==> config.mk <==
export PLATFORM = sky130hd
export DESIGN_NAME = sa_wrr_arbiter_flat
export DESIGN_NICKNAME = d
export VERILOG_FILES = /design/src/rtl/sa_wrr_arbiter_pkg.sv /design/src/rtl/sa_wrr_arbiter_if.sv /design/src/rtl/sa_wrr_arbiter_picker.sv /design/src/rtl/sa_wrr_arbiter.sv /design/src/flat_wrapper.sv
export SDC_FILE = /design/constraint.sdc
export NUM_CORES = 1
export LEC_CHECK = 0
export ABC_AREA = 1
export CORE_UTILIZATION = 55
export DETAILED_ROUTE_END_ITERATION = 8
export GPL_ROUTABILITY_DRIVEN = 0
export HOLD_SLACK_MARGIN = 0.02
export PLACE_DENSITY = 0.81
export SYNTH_ARGS = -nofsm -noshare
export SYNTH_HDL_FRONTEND = slang
export SYNTH_SLANG_ARGS = --single-unit
==> constraint.sdc <==
create_clock -name ACLK_i -period 3.5 [get_ports ACLK_i]
set_input_delay 0.7 -clock ACLK_i [delete_from_list [all_inputs] [get_ports ACLK_i]]
set_output_delay 0.7 -clock ACLK_i [all_outputs]
set_load 0.005 [all_outputs]
==> src/rtl/sa_wrr_arbiter_pkg.sv <==
// Shared definitions for the weighted round-robin address-channel arbiter:
// state encoding, default credit width and per-master weight extraction.
package sa_arb_pkg;

    localparam int CREDIT_W_DEF = 8;

    typedef enum logic {
        ST_IDLE  = 1'b0,
        ST_GRANT = 1'b1
    } arb_state_e;

    // Keep only the low credit_w bits of a weight word; a zero weight still earns one transfer.
    function automatic logic [31:0] eff_weight(input logic [31:0] word, input int credit_w);
        logic [31:0] mask;
        logic [31:0] w;
        mask = (credit_w >= 32) ? '1 : ((32'd1 << credit_w) - 32'd1);
        w    = word & mask;
        return (w == 32'd0) ? 32'd1 : w;
    endfunction

endpackage

==> src/rtl/sa_wrr_arbiter_if.sv <==
// Request/grant bundle between the dispatchers' address channel and the arbiter.
interface sa_wrr_arbiter_if
    import sa_arb_pkg::*;
#(
    parameter int MST_AMT  = 4,
    parameter int CREDIT_W = CREDIT_W_DEF,
    parameter int MST_ID_W = $clog2(MST_AMT)
);

    logic [MST_AMT-1:0]  req_i;
    logic [MST_AMT-1:0]  mst_full_i;
    logic                stall_i;
    logic                ack_i;
    logic [MST_AMT-1:0]  grant_o;
    logic [MST_ID_W-1:0] grant_id_o;
    logic                grant_valid_o;
    logic [CREDIT_W-1:0] credit_o;

    modport slave (
        input  req_i, mst_full_i, stall_i, ack_i,
        output grant_o, grant_id_o, grant_valid_o, credit_o
    );

    modport master (
        output req_i, mst_full_i, stall_i, ack_i,
        input  grant_o, grant_id_o, grant_valid_o, credit_o
    );

endinterface

==> src/rtl/sa_wrr_arbiter_picker.sv <==
// Rotating-priority encoder: first set bit of elig_i scanning ptr_i, ptr_i+1, ... (mod MST_AMT).
module sa_rr_picker #(
    parameter int MST_AMT  = 4,
    parameter int MST_ID_W = $clog2(MST_AMT)
) (
    input  logic [MST_AMT-1:0]  elig_i,
    input  logic [MST_ID_W-1:0] ptr_i,
    output logic                found_o,
    output logic [MST_AMT-1:0]  pick_oh_o,
    output logic [MST_ID_W-1:0] pick_id_o
);

    always_comb begin
        int                  idx;
        logic [MST_ID_W-1:0] idx_w;
        found_o   = 1'b0;
        pick_oh_o = '0;
        pick_id_o = '0;
        idx       = 0;
        idx_w     = '0;
        for (int k = 0; k < MST_AMT; k++) begin
            idx   = (int'(ptr_i) + k) % MST_AMT;
            idx_w = MST_ID_W'(idx);
            if (!found_o && elig_i[idx_w]) begin
                found_o          = 1'b1;
                pick_oh_o[idx_w] = 1'b1;
                pick_id_o        = idx_w;
            end
        end
    end

endmodule

==> src/rtl/sa_wrr_arbiter.sv <==
// Weighted round-robin grant sequencer for one slave address channel; each master
// keeps the grant for up to its weight in accepted transfers before rotation.
module sa_wrr_arbiter
    import sa_arb_pkg::*;
#(
    parameter int                       MST_AMT    = 4,
    parameter logic [0:MST_AMT*32-1]    MST_WEIGHT = {32'd5, 32'd3, 32'd2, 32'd1},
    parameter int                       MST_ID_W   = $clog2(MST_AMT),
    parameter int                       CREDIT_W   = CREDIT_W_DEF
) (
    input  logic             ACLK_i,
    input  logic             ARESETn_i,
    sa_wrr_arbiter_if.slave  arb_if
);

    arb_state_e          state_q, state_d;
    logic [MST_ID_W-1:0] ptr_q, ptr_d;
    logic [MST_AMT-1:0]  grant_q, grant_d;
    logic [MST_ID_W-1:0] gid_q, gid_d;
    logic [CREDIT_W-1:0] credit_q, credit_d;

    logic [CREDIT_W-1:0] weight [MST_AMT];
    logic [MST_AMT-1:0]  elig;
    logic [MST_ID_W-1:0] next_id;
    logic [MST_ID_W-1:0] pick_ptr;
    logic                found;
    logic [MST_AMT-1:0]  pick_oh;
    logic [MST_ID_W-1:0] pick_id;
    logic [CREDIT_W-1:0] credit_dec;

    // Master 0 owns the most significant weight word.
    for (genvar i = 0; i < MST_AMT; i++) begin : g_weight
        localparam logic [31:0] WFULL = eff_weight(MST_WEIGHT[i*32 +: 32], CREDIT_W);
        assign weight[i] = WFULL[CREDIT_W-1:0];
    end

    assign elig       = arb_if.req_i & ~arb_if.mst_full_i;
    assign next_id    = (gid_q == MST_ID_W'(MST_AMT - 1)) ? '0 : gid_q + 1'b1;
    assign credit_dec = credit_q - CREDIT_W'(1);

    // While granted, the only re-pick happens after the current master, so scan from g+1.
    assign pick_ptr = (state_q == ST_GRANT) ? next_id : ptr_q;

    sa_rr_picker #(
        .MST_AMT  (MST_AMT),
        .MST_ID_W (MST_ID_W)
    ) u_picker (
        .elig_i    (elig),
        .ptr_i     (pick_ptr),
        .found_o   (found),
        .pick_oh_o (pick_oh),
        .pick_id_o (pick_id)
    );

    always_comb begin
        state_d  = state_q;
        ptr_d    = ptr_q;
        grant_d  = grant_q;
        gid_d    = gid_q;
        credit_d = credit_q;
        case (state_q)
            ST_IDLE: begin
                if (found && !arb_if.stall_i) begin
                    state_d  = ST_GRANT;
                    grant_d  = pick_oh;
                    gid_d    = pick_id;
                    credit_d = weight[pick_id];
                end
            end
            ST_GRANT: begin
                if (arb_if.ack_i) begin
                    if ((credit_dec != '0) && elig[gid_q] && !arb_if.stall_i) begin
                        credit_d = credit_dec;
                    end else begin
                        ptr_d = next_id;
                        if (found && !arb_if.stall_i) begin
                            grant_d  = pick_oh;
                            gid_d    = pick_id;
                            credit_d = weight[pick_id];
                        end else begin
                            state_d  = ST_IDLE;
                            grant_d  = '0;
                            gid_d    = '0;
                            credit_d = '0;
                        end
                    end
                end else if (!arb_if.req_i[gid_q]) begin
                    // Requester dropped VALID without a handshake: release, keep pointer and credits unspent.
                    state_d  = ST_IDLE;
                    grant_d  = '0;
                    gid_d    = '0;
                    credit_d = '0;
                end
            end
        endcase
    end

    always_ff @(posedge ACLK_i or negedge ARESETn_i) begin
        if (!ARESETn_i) begin
            state_q  <= ST_IDLE;
            ptr_q    <= '0;
            grant_q  <= '0;
            gid_q    <= '0;
            credit_q <= '0;
        end else begin
            state_q  <= state_d;
            ptr_q    <= ptr_d;
            grant_q  <= grant_d;
            gid_q    <= gid_d;
            credit_q <= credit_d;
        end
    end

    assign arb_if.grant_o       = grant_q;
    assign arb_if.grant_id_o    = gid_q;
    assign arb_if.grant_valid_o = (state_q == ST_GRANT);
    assign arb_if.credit_o      = credit_q;

endmodule
==> src/flat_wrapper.sv <==
// flat-port wrapper written by rule: the top's interface ports become plain ports
module sa_wrr_arbiter_flat import sa_arb_pkg::*;
#(
    parameter int                       MST_AMT    = 4,
    parameter logic [0:MST_AMT*32-1]    MST_WEIGHT = {32'd5, 32'd3, 32'd2, 32'd1},
    parameter int                       MST_ID_W   = $clog2(MST_AMT),
    parameter int                       CREDIT_W   = CREDIT_W_DEF
)
  (ACLK_i, ARESETn_i, arb_if_req_i, arb_if_mst_full_i, arb_if_stall_i, arb_if_ack_i, arb_if_grant_o, arb_if_grant_id_o, arb_if_grant_valid_o, arb_if_credit_o);
  sa_wrr_arbiter_if #(.MST_AMT(MST_AMT), .CREDIT_W(CREDIT_W), .MST_ID_W(MST_ID_W)) arb_if_i ();
  input  logic ACLK_i;
  input  logic ARESETn_i;
  input wire logic [$bits(arb_if_i.req_i)-1:0] arb_if_req_i;
  input wire logic [$bits(arb_if_i.mst_full_i)-1:0] arb_if_mst_full_i;
  input wire logic [$bits(arb_if_i.stall_i)-1:0] arb_if_stall_i;
  input wire logic [$bits(arb_if_i.ack_i)-1:0] arb_if_ack_i;
  output wire logic [$bits(arb_if_i.grant_o)-1:0] arb_if_grant_o;
  output wire logic [$bits(arb_if_i.grant_id_o)-1:0] arb_if_grant_id_o;
  output wire logic [$bits(arb_if_i.grant_valid_o)-1:0] arb_if_grant_valid_o;
  output wire logic [$bits(arb_if_i.credit_o)-1:0] arb_if_credit_o;
  assign arb_if_i.req_i = arb_if_req_i;
  assign arb_if_i.mst_full_i = arb_if_mst_full_i;
  assign arb_if_i.stall_i = arb_if_stall_i;
  assign arb_if_i.ack_i = arb_if_ack_i;
  assign arb_if_grant_o = arb_if_i.grant_o;
  assign arb_if_grant_id_o = arb_if_i.grant_id_o;
  assign arb_if_grant_valid_o = arb_if_i.grant_valid_o;
  assign arb_if_credit_o = arb_if_i.credit_o;
  sa_wrr_arbiter #(.MST_AMT(MST_AMT), .MST_WEIGHT(MST_WEIGHT), .MST_ID_W(MST_ID_W), .CREDIT_W(CREDIT_W)) u_core (.ACLK_i(ACLK_i), .ARESETn_i(ARESETn_i), .arb_if(arb_if_i));
endmodule
==> summary by stage <==
Synth
Counting flops with an async set or reset pin after synthesis yields a share of 100%. The mapped netlist covers around 1800 sq um. The commonest cells after synthesis are 83 x nand2_1, 42 x nand3_1, 40 x inv_1, 24 x nor2_1, 17 x dfrtp_1. The number of distinct library cells after synthesis is 28. The most used flip-flop cell after synthesis is dfrtp_1.

When the netlist entered floorplanning its net count stood at 305. By area the synthesized netlist is led by dfrtp_1 24%, nand2_1 17%, nand3_1 12%. The most numerous cell in the Yosys netlist is nand2_1. The post-synthesis sequential element count is 17. The area share of the leading cell type in the synthesized netlist is between 20% and 30%. The number of synthesized flops with an enable pin is 0.

The synthesized netlist cell count is 280. dfrtp_1 takes more of the synthesized area than any other cell. The share of the Yosys chip area taken by registers is a little under a quarter.

The average instance in the mapped netlist occupies approximately 6.4 sq um. For this run, the number of Yosys warnings is 0.

Clocking
The number of hold buffers added after CTS is 0. The post-cts repair resize count is 0. The clock latency at the later pin of the worst-skew pair is a little under 0.3 ns.

The clock root buffer master is clkbuf_4. The number of CTS-inserted buffers is 3. The number of sinks handled by clock tree synthesis is 17. The clock transition at the registers of the reported paths is roughly 0.10 ns. The number of H-tree levels is 1. Buffers added to address setup during post-CTS repair amount to 0.

The clock tree from TritonCTS is yes. The clock passes through at most 2 buffers.

Pwr
For this design the static power due to leakage is roughly 1.1 nW. Across the VDD grid, the largest voltage drop is 0.513 mV. The total power is roughly 2.3 mW.

Power spread over the standard cell area amounts to roughly 1100 nW/um^2.

STA
The tightest slew margin relative to the limit is about 50%. Counting I/O delays and the setup requirement, the final critical path takes approximately 3.2 ns. The clock arrives with 0.00227 ns of skew. In the finished design, the share of the clock period the worst path needs comes to roughly 90%. Setup violations remaining at the end of the flow were counted as 0.

The final-report hold violation count is 0. Based on the critical path, the design can be clocked at up to 311 MHz. Setup repair after global routing left no endpoint under its margin. The final total negative setup slack is 0 ns. The final number of max-transition violations came to 0. The final worst setup slack is about 0.29 ns. The slew of the pin with the lowest slew margin is 0.765 ns.

Route
For this run, the detailed router's first-pass iteration total came to 5. The detailed router placed 1817 vias in this run. In the routed design, unresolved DRC markers number 0.

The number of nets with antenna violations after detailed routing is 0. The number of design-rule violations left by the first detailed-router iteration is between 100 and 150. The per-cell via count in the routed design is roughly 5.2. Wires add up to 4010 um. After detailed routing, the average wire length per cell comes to ~11 um.

Global route
The initial antenna violation count is 0. The via count of the first global-routing pass came to 1638. The first-pass GRT wire length is 6950 um.

The remaining global-route overflow is 0. The pin count of the biggest net entering global routing is 18. The global router's overall resource usage is between 20% and 30%.

Critical path
The end of the worst register-to-register path is u_core.arb_if.credit_o[1]. The startpoint kind of the worst setup timing path is a register. The critical register-to-register path startpoint is u_core.arb_if.grant_id_o[0]. The start-to-end type of the worst setup path is register to register. The endpoint type of the worst setup path is a register. The setup check on the worst reg-to-reg path leaves a slack of between 0.2 and 0.3 ns. The most critical setup path has its startpoint at u_core.arb_if.grant_id_o[0]. STA puts the critical path data required time at between 3 and 4 ns. Among all stages on the critical path, the largest delay is contributed by dfrtp_1. At the worst endpoint, the arrival time is 3.45 ns. The cell repeated most along the worst path is nand2_1. The end point of the critical path is u_core.arb_if.credit_o[1]. Traced cell by cell, the critical path runs through ha_1 > nor2_2 > nand2_2 > nand2_4 > inv_1 > ha_1 > inv_1 > nand3_1 > nand2_2 > nand4_2 > inv_2 > nand2_1 > nand2_1 > inv_2 > ha_1 > nor2_1 > nand2_1 > nand2_1 > nand2_1 > nand2_1. The depth of the worst register-to-register path is 20. The peak fanout along the critical path is 10. For this run, the slowest stage of the critical path takes roughly 0.50 ns.

Placement
At the placement stage, the worst setup path has a slack of about 0.37 ns. The wire-length estimate of the detail-placed layout is 3140 um. The count of buffers added on input and output ports is 26.

Floorplan
The full die area is ~3500 sq um. The floorplan step set the die width to just under 60 um. Pin placement for this block handled 27 I/O pins. The starting density of the core is between 50% and 60%. The vertical die dimension is 58.9 um. The core area is roughly 3100 sq um. The initialized floorplan defines 20 standard-cell rows.

Finish
The number of antenna diodes in the final layout is 0. In the final design database the tool counted 333 nets. The area growth from synthesis to layout is 17.8%. The fraction of final layout cells sized beyond drive strength 1 is about 9%. Counting the fill cells in the layout gives between 200 and 300.

Min path
The kind of path behind the tightest hold check is register to register. The startpoint of the most critical hold path is u_core.arb_if.grant_o[0].

Flow run
The count of maximum capacitance violations is 0.

Outcome
The run finished with clean final reports.
[layer usage]
| metal | vias up | global-route usage [%] | share of wire, % |
|---|---|---|---|
| met2 | 68 | 41.7 | 47 |
| met1 | 780 | 36.3 | 46 |
| li1 | 961 | - | - |
| met3 | 8 | 4.62 | 6.3 |
| met4 | 0 | 5.10 | 0.77 |
| met5 | - | 0 | 0 |
[metrics by stage]
| step | cell area [sq um] | hold WS, ns | std cells | util, % |
|---|---|---|---|---|
| final | 2100 | 0.489 | 351 | 68.7 |
| after global routing | 2100 | 0.501 | 351 | 68.7 |
| after CTS | 2100 | 0.495 | 351 | 68.7 |
| after detailed placement | 2070 | 0.468 | 347 | 67.8 |
| after global placement | 2070 | 0.463 | 347 | 67.8 |
| after floorplan | 1780 | 0.404 | 280 | - |
[worst max-delay path, delay by kind of cell (launching register included)]
family / cells / cell delay (ns)
and+or+nand+nor: 13 / 1.33
adders and majority gates: 3 / 0.93
DFF: 1 / 0.50
buffers and inverters: 4 / 0.39
[flip-flops by register name (all words and copies together) (netlist names)]
signal and cells:
u_core.arb_if.grant_id_o 2, u_core.arb_if.credit_o 8, u_core.arb_if.grant_valid_o 1, u_core.ptr_q 2, u_core.arb_if.grant_o 4
[layout by cell type (no fill, tap or decap)]
cell / synthesis / final
nand3b_1: 1 / 1
nand3_2: 3 / 3
nor2_1: 24 / 24
inv_2: 4 / 4
nand2_4: 4 / 4
o21ai_2: 1 / 1
clkbuf_4: 0 / 3
a21oi_1: 6 / 6
nand2_1: 83 / 83
nand3b_4: 1 / 1
xnor2_1: 1 / 1
o21ai_0: 2 / 2
dfrtp_1: 17 / 17
inv_1: 40 / 40
clkinv_2: 1 / 2
o211ai_1: 1 / 1
and2_1: 2 / 2
nand2_2: 5 / 5
nand4_2: 2 / 2
clkdlybuf4s50_1: 0 / 26
nand3_1: 42 / 42
ha_1: 13 / 13
o21ai_1: 13 / 13
nor2_2: 1 / 1
o21a_1: 1 / 1
nand4_1: 7 / 7
o21bai_1: 1 / 1
nand3_4: 1 / 1
[cells by family after synthesis]
family / count (synthesis) / synth area share, %
AND/OR/NAND/NOR: 176 / 47.8
buffers and inverters: 48 / 11.0
AO/OA/AOI/OAI: 25 / 7.66
flip-flops: 17 / 23.9
adder cells (fa/ha/maj): 13 / 9.14
XOR/XNOR: 1 / 0.492
[worst min path at each step]
| stage | end | slack, ns | depth (start not counted) |
|---|---|---|---|
| finish | u_core.arb_if.grant_o[0] | 0.49 | 2 |
| global route | u_core.arb_if.grant_o[0] | 0.50 | 2 |
| CTS | u_core.arb_if.grant_o[0] | 0.49 | 2 |
| detailed placement | u_core.arb_if.grant_o[0] | 0.47 | 2 |
| global placement | u_core.arb_if.grant_o[3] | 0.46 | 2 |
| floorplan | u_core.arb_if.credit_o[0] | 0.40 | 0 |
[power breakdown]
part | internal (mW) | switching (mW)
clock | 0.0426 | 0.0636
sequential | 0.263 | 0.0948
combinational | 0.649 | 1.15
[cell type report]
| type | instances | area (sq um) | area share, % |
|---|---|---|---|
| well taps | 44 | 55.1 | 2.63 |
| repair buffers | 26 | 260 | 12.4 |
| flip-flops and latches | 17 | 425 | 20.3 |
| inverters | 45 | 170 | 8.11 |
| clock inverters | 1 | 5.00 | 0.239 |
| multi-input cells | 215 | 1160 | 55.3 |
| clock buffers | 3 | 22.5 | 1.07 |
No activity file was read; power rests on OpenSTA's default activity.
